--- src/rtl/btb_pkg.sv ---
// Shared definitions for the branch target buffer: counter encodings and
// the default geometry of the table.
package btb_pkg;

    // Default table geometry: 2**INDEX_BITS entries, word-aligned PCs
    localparam int BTB_INDEX_BITS = 4;

    // Tag width left over after the index and the byte offset are removed
    function automatic int btb_tag_bits(input int index_bits);
        return 32 - index_bits - 2;
    endfunction

    // 2-bit saturating predictor states
    typedef enum logic [1:0] {
        CTR_SNT = 2'b00,   // strong not-taken
        CTR_WNT = 2'b01,   // weak not-taken
        CTR_WT  = 2'b10,   // weak taken
        CTR_ST  = 2'b11    // strong taken
    } ctr_t;

    // Freshly allocated entries start weakly taken
    localparam ctr_t CTR_ALLOC = CTR_WT;

    // Counters come out of reset weakly not-taken
    localparam ctr_t CTR_RESET = CTR_WNT;

endpackage

--- src/rtl/btb_table_sat_counter2.sv ---
// 2-bit saturating counter next-state function (purely combinational).
module sat_counter2
    import btb_pkg::*;
(
    input  ctr_t i_ctr,
    input  logic i_taken,
    output ctr_t o_ctr
);

    // Step one state toward taken or not-taken, holding at either end
    always_comb begin
        o_ctr = i_ctr;
        case (i_ctr)
            CTR_SNT: o_ctr = i_taken ? CTR_WNT : CTR_SNT;
            CTR_WNT: o_ctr = i_taken ? CTR_WT  : CTR_SNT;
            CTR_WT:  o_ctr = i_taken ? CTR_ST  : CTR_WNT;
            CTR_ST:  o_ctr = i_taken ? CTR_ST  : CTR_WT;
            default: o_ctr = CTR_RESET;
        endcase
    end

endmodule

--- src/rtl/btb_table.sv ---
// Direct-mapped branch target buffer. Lookup is combinational from the
// current contents; EX-stage updates land on the rising clock edge. The
// table lives in registers so Reset can clear it asynchronously.
module btb_table
    import btb_pkg::*;
#(
    parameter int INDEX_BITS = BTB_INDEX_BITS,
    parameter int TAG_BITS   = btb_tag_bits(INDEX_BITS)
) (
    input  logic        Clk,
    input  logic        Reset,
    input  logic [31:0] LookupPC,
    output logic        Hit,
    output logic        PredTaken,
    output logic [31:0] PredTarget,
    input  logic        UpdValid,
    input  logic [31:0] UpdPC,
    input  logic        UpdTaken,
    input  logic [31:0] UpdTarget,
    input  logic        Flush
);

    localparam int NUM_ENTRIES = 1 << INDEX_BITS;

    // Table storage
    logic                r_valid  [NUM_ENTRIES];
    logic [TAG_BITS-1:0] r_tag    [NUM_ENTRIES];
    logic [31:0]         r_target [NUM_ENTRIES];
    ctr_t                r_ctr    [NUM_ENTRIES];

    // Lookup-side address split
    logic [INDEX_BITS-1:0] w_lk_idx;
    logic [TAG_BITS-1:0]   w_lk_tag;

    // Update-side address split and hit detection
    logic [INDEX_BITS-1:0] w_upd_idx;
    logic [TAG_BITS-1:0]   w_upd_tag;
    logic                  w_upd_hit;
    ctr_t                  w_upd_ctr_cur;
    ctr_t                  w_upd_ctr_next;
    logic [NUM_ENTRIES-1:0] w_upd_sel;

    // Byte-offset bits carry no information for word-aligned branches
    logic w_unused_pc_bits;
    assign w_unused_pc_bits = ^{LookupPC[1:0], UpdPC[1:0]};

    assign w_lk_idx  = LookupPC[INDEX_BITS+1:2];
    assign w_lk_tag  = LookupPC[31:INDEX_BITS+2];
    assign w_upd_idx = UpdPC[INDEX_BITS+1:2];
    assign w_upd_tag = UpdPC[31:INDEX_BITS+2];

    // Lookup reads the pre-update contents: no bypass from the update port
    always_comb begin
        Hit        = r_valid[w_lk_idx] && (r_tag[w_lk_idx] == w_lk_tag);
        PredTaken  = Hit && r_ctr[w_lk_idx][1];
        PredTarget = Hit ? r_target[w_lk_idx] : 32'h0;
    end

    // Resolve whether the branch being updated already owns its slot
    always_comb begin
        w_upd_hit     = r_valid[w_upd_idx] && (r_tag[w_upd_idx] == w_upd_tag);
        w_upd_ctr_cur = r_ctr[w_upd_idx];
    end

    // Single counter step on the update path, shared by all entries
    sat_counter2 u_sat_counter2 (
        .i_ctr   (w_upd_ctr_cur),
        .i_taken (UpdTaken),
        .o_ctr   (w_upd_ctr_next)
    );

    // Per-entry storage; each entry only reacts when the update targets it
    for (genvar gi = 0; gi < NUM_ENTRIES; gi++) begin : g_entry

        assign w_upd_sel[gi] = UpdValid && (w_upd_idx == INDEX_BITS'(gi));

        // Reset clears everything; Flush drops valid bits and any update
        always_ff @(posedge Clk or posedge Reset) begin
            if (Reset) begin
                r_valid[gi]  <= 1'b0;
                r_tag[gi]    <= '0;
                r_target[gi] <= 32'h0;
                r_ctr[gi]    <= CTR_RESET;
            end else if (Flush) begin
                r_valid[gi]  <= 1'b0;
            end else if (w_upd_sel[gi]) begin
                if (w_upd_hit) begin
                    // Train the resident entry; only taken outcomes move the target
                    r_ctr[gi] <= w_upd_ctr_next;
                    if (UpdTaken) begin
                        r_target[gi] <= UpdTarget;
                    end
                end else if (UpdTaken) begin
                    // Taken miss evicts whatever occupied the slot
                    r_valid[gi]  <= 1'b1;
                    r_tag[gi]    <= w_upd_tag;
                    r_target[gi] <= UpdTarget;
                    r_ctr[gi]    <= CTR_ALLOC;
                end
            end
        end
    end

endmodule

--- config.mk ---
export PLATFORM = sky130hd
export DESIGN_NAME = btb_table
export DESIGN_NICKNAME = d
export VERILOG_FILES = /design/src/rtl/btb_pkg.sv /design/src/rtl/btb_table_sat_counter2.sv /design/src/rtl/btb_table.sv
export SDC_FILE = /design/constraint.sdc
export NUM_CORES = 2
export LEC_CHECK = 0
export CAP_MARGIN = 10
export CORE_AREA = 2 2 435 264
export DETAILED_ROUTE_END_ITERATION = 6
export DIE_AREA = 0 0 437 266
export SLEW_MARGIN = 0
export SYNTH_ARGS = -nofsm -noshare
export SYNTH_HDL_FRONTEND = slang
export SYNTH_HIERARCHICAL = 1
export SYNTH_SLANG_ARGS = --single-unit
--- constraint.sdc ---
create_clock -name Clk -period 41 [get_ports Clk]
set_input_delay 4.1 -clock Clk [delete_from_list [all_inputs] [get_ports Clk]]
set_output_delay 4.1 -clock Clk [all_outputs]
set_load 0.05 [all_outputs]
==> flow_metrics.env <==
export IMPL_drc_errors=0
export IMPL_synth_seq_area_share_pct=48.7
export IMPL_die_area_um2=116000
export IMPL_clk_pin_slew_worst_paths_ns=0.06
export IMPL_p_clk_share_pct=37.0
export IMPL_rows=96
export IMPL_max_freq_ghz=0.0707
export IMPL_setup_worst_path_start_class="input port"
export IMPL_antenna_found_initial=9
export IMPL_synth_edf_count=0
export IMPL_max_cap_viol_count=0
export IMPL_clock_skew_ns=0.0303
export IMPL_die_height_um=266
export IMPL_finalCritPeriodShare_pct=34.5
export IMPL_netlist_top_cells_area="dfrtp_1 (48%), mux4_2 (18%), mux2_2 (15%), mux2_4 (6.0%), nand2_1 (1.6%)"
export IMPL_hold_violations=0
export IMPL_reg2reg_slack_ns=36.01
export IMPL_cp_end_kind="output port"
export IMPL_swShare_pct=25.9
export IMPL_drive_gt1_share_pct=47.7
export IMPL_grt_pass1_vias=33100
export IMPL_ys_warn_count=6
export IMPL_critPathSlowestCell="buf_4"
export IMPL_dr_pass1_iters=6
export IMPL_totalWireLength_um=148000
export IMPL_power_density_nw_per_um2=44.3
export IMPL_drtIter0Drc=3254
export IMPL_pin_count=135
export IMPL_synth_seq_cells=976
export IMPL_setup_viol=0
export IMPL_syn_avg_cell_area_um2=15.2
export IMPL_start_util_pct=44.5
export IMPL_grt_remaining_overflow=0
export IMPL_final_common_cell="dfrtp_1"
export IMPL_cp_required_ns=36.90
export IMPL_leakagePower_nw=24.7
export IMPL_ir_drop_uv=32.6
export IMPL_synth_top_area_share_pct=47.8
export IMPL_switching_power_w=0.000643
export IMPL_synth_cell_types=66
export IMPL_holdWs_ns=0.468
export IMPL_grt_start_max_net_pins=193
export IMPL_wl_per_cell_um=30.3
export IMPL_cts_sinks=976
export IMPL_nets=3389
export IMPL_cp_arrival_ns=10.04
export IMPL_hpwl_um=86800
export IMPL_cts_buffers=96
export IMPL_p_int_w=0.00184
export IMPL_via_count=31000
export IMPL_synth_nets=3394
export IMPL_area_growth_pct=11.5
export IMPL_ys_flop_type="dfrtp_1"
export IMPL_path_max_fanout=93
export IMPL_comb_power_share_pct=16.0
export IMPL_clockBufferDepth=3
export IMPL_postCtsSetupBuffers=0
export IMPL_worst_pin_slew_ns=1.13
export IMPL_cts_resized=0
export IMPL_rsz0062_at_grt="no"
export IMPL_final_cell_mix="dfrtp_1 (960), mux2_2 (676), mux4_2 (409), nand2_1 (202), mux2_4 (200)"
export IMPL_slew_viol_final=0
export IMPL_outcome="finished, final reports clean"
export IMPL_place_congestion=0.867
export IMPL_grt_pass1_wl_um=223000
export IMPL_cts_max_level=3
export IMPL_period_needed_ns=14.14
export IMPL_track_usage_pct=25.7
export IMPL_async_flop_share_pct=100
export IMPL_setup_tns_ns=0
export IMPL_synth_top_area_cell="dfrtp_1"
export IMPL_cts_root_buf="clkbuf_16"
export IMPL_cts_tree="built"
export IMPL_coreArea_um2=113000
export IMPL_postRouteAntennaNets=0
export IMPL_hold_class="flop to flop"
export IMPL_pwr_share_seq_pct=47.0
export IMPL_slew_headroom_pct=24.6
export IMPL_crit_chain="buf_8, buf_4, buf_12, mux4_2, mux4_2, xnor2_1, nand4_1, nor4_2, buf_4, and3_1, clkdlybuf4s50_1"
export IMPL_worstSetupPathType="input port to output port"
export IMPL_port_buffers=130
export IMPL_crit_path_max_incr_delay_ns=0.85
export IMPL_netlist_instances=3293
export IMPL_insertion_delay_ns=0.71
export IMPL_drt_vias_per_instance=6.33
export IMPL_die_x_um=437
export IMPL_netlist_area_um2=50200
export IMPL_ctsHoldBuffers=0
## metrics by stage
step	area [um2]	setup WS (ns)	total power (W)	std cells	util [%]
floorplan	50200	9.47	0.00146	3293	-
global route	56000	26.61	0.00258	4891	49.6
finish	56000	26.86	0.00248	4893	49.6
detailed placement	52700	26.86	0.00158	4708	46.7
global placement	52700	26.86	0.00155	4708	46.7
CTS	56000	26.85	0.00250	4886	49.6
## flip-flops by register name (all words and copies together), names as in the netlist
register	count
r_target	512
r_tag	416
r_ctr	32
r_valid	16
## worst paths after layout
check / from / end / cells past startpoint
max: LookupPC[2] / PredTarget[3] / 11
min: r_target[231] / r_target[231] / 2
max reg2reg: r_tag[196] / r_ctr[3] / 10
min reg2reg: r_target[231] / r_target[231] / 2
max in group asynchronous: Reset / r_tag[135] / 5
min in group asynchronous: Reset / r_tag[353] / 2
## power by group through the flow
stage	Clock [W]	Sequential, W	Combinational, W
2_1_floorplan	0	0.00115	0.000306
3_3_place_gp	0	0.00116	0.000382
3_5_place_dp	0	0.00118	0.000396
4_1_cts	0.000937	0.00116	0.000398
5_1_grt	0.000978	0.00118	0.000424
6_report	0.000920	0.00117	0.000397
## synth_stat cells (4+ instances only)
master / count
xor2_1: 8
mux4_2: 409
nand3_1: 10
a31oi_1: 4
a31o_2: 17
mux2i_1: 42
buf_4: 7
o31a_1: 25
o21ai_0: 15
o31ai_1: 28
o311ai_0: 32
inv_1: 61
clkbuf_1: 205
xnor2_1: 45
a21oi_4: 10
mux2_4: 200
a21oi_2: 5
nand2_1: 219
a22oi_1: 4
and2_1: 7
a211oi_1: 6
nor3_1: 18
a21oi_1: 7
buf_6: 26
nor4_1: 9
buf_2: 44
and3_1: 33
o21ai_1: 6
mux2_2: 676
dfrtp_1: 960
o22ai_1: 23
dfstp_2: 16
a2bb2oi_1: 6
nand2b_1: 7
buf_1: 31
o221ai_1: 5
nand4_1: 8
nor2_1: 10
## layer usage
metal	vias up	track usage [%]	share of wire, %
met2	1302	38.8	46
met1	16900	37.2	44
li1	12500	-	-
met4	4	7.45	2.5
met3	256	6.02	7.9
met5	-	0	0.016
## layout make-up
type	count	area, um2
diodes	6	15.0
clock buffers	149	2930
clock inverters	29	330
fillers	9422	56900
inverters	61	236
multi-input cells	1942	24200
flip-flops and latches	976	24400
well taps	1519	1900
repair buffers	211	1960
## critical path: cells and delay by family
family / cells / cell delay, ns
xor+xnor: 1 / 0.62
buf+inv: 5 / 3.05
mux: 2 / 1.13
simple gates: 3 / 0.87
## logic make-up after synthesis
family                     after synthesis  share of synthesized area (%)
AOI/OAI and AO/OA                      223                           3.60
xor gates and xnor gates                53                          0.925
adders and majority gates                2                         0.0449
buffers and inverters                  375                           3.38
DFF                                    976                           48.7
muxes                                 1327                           40.3
and+or+nand+nor                        337                           3.04
Note: power is estimated with default switching activity, not from simulation.
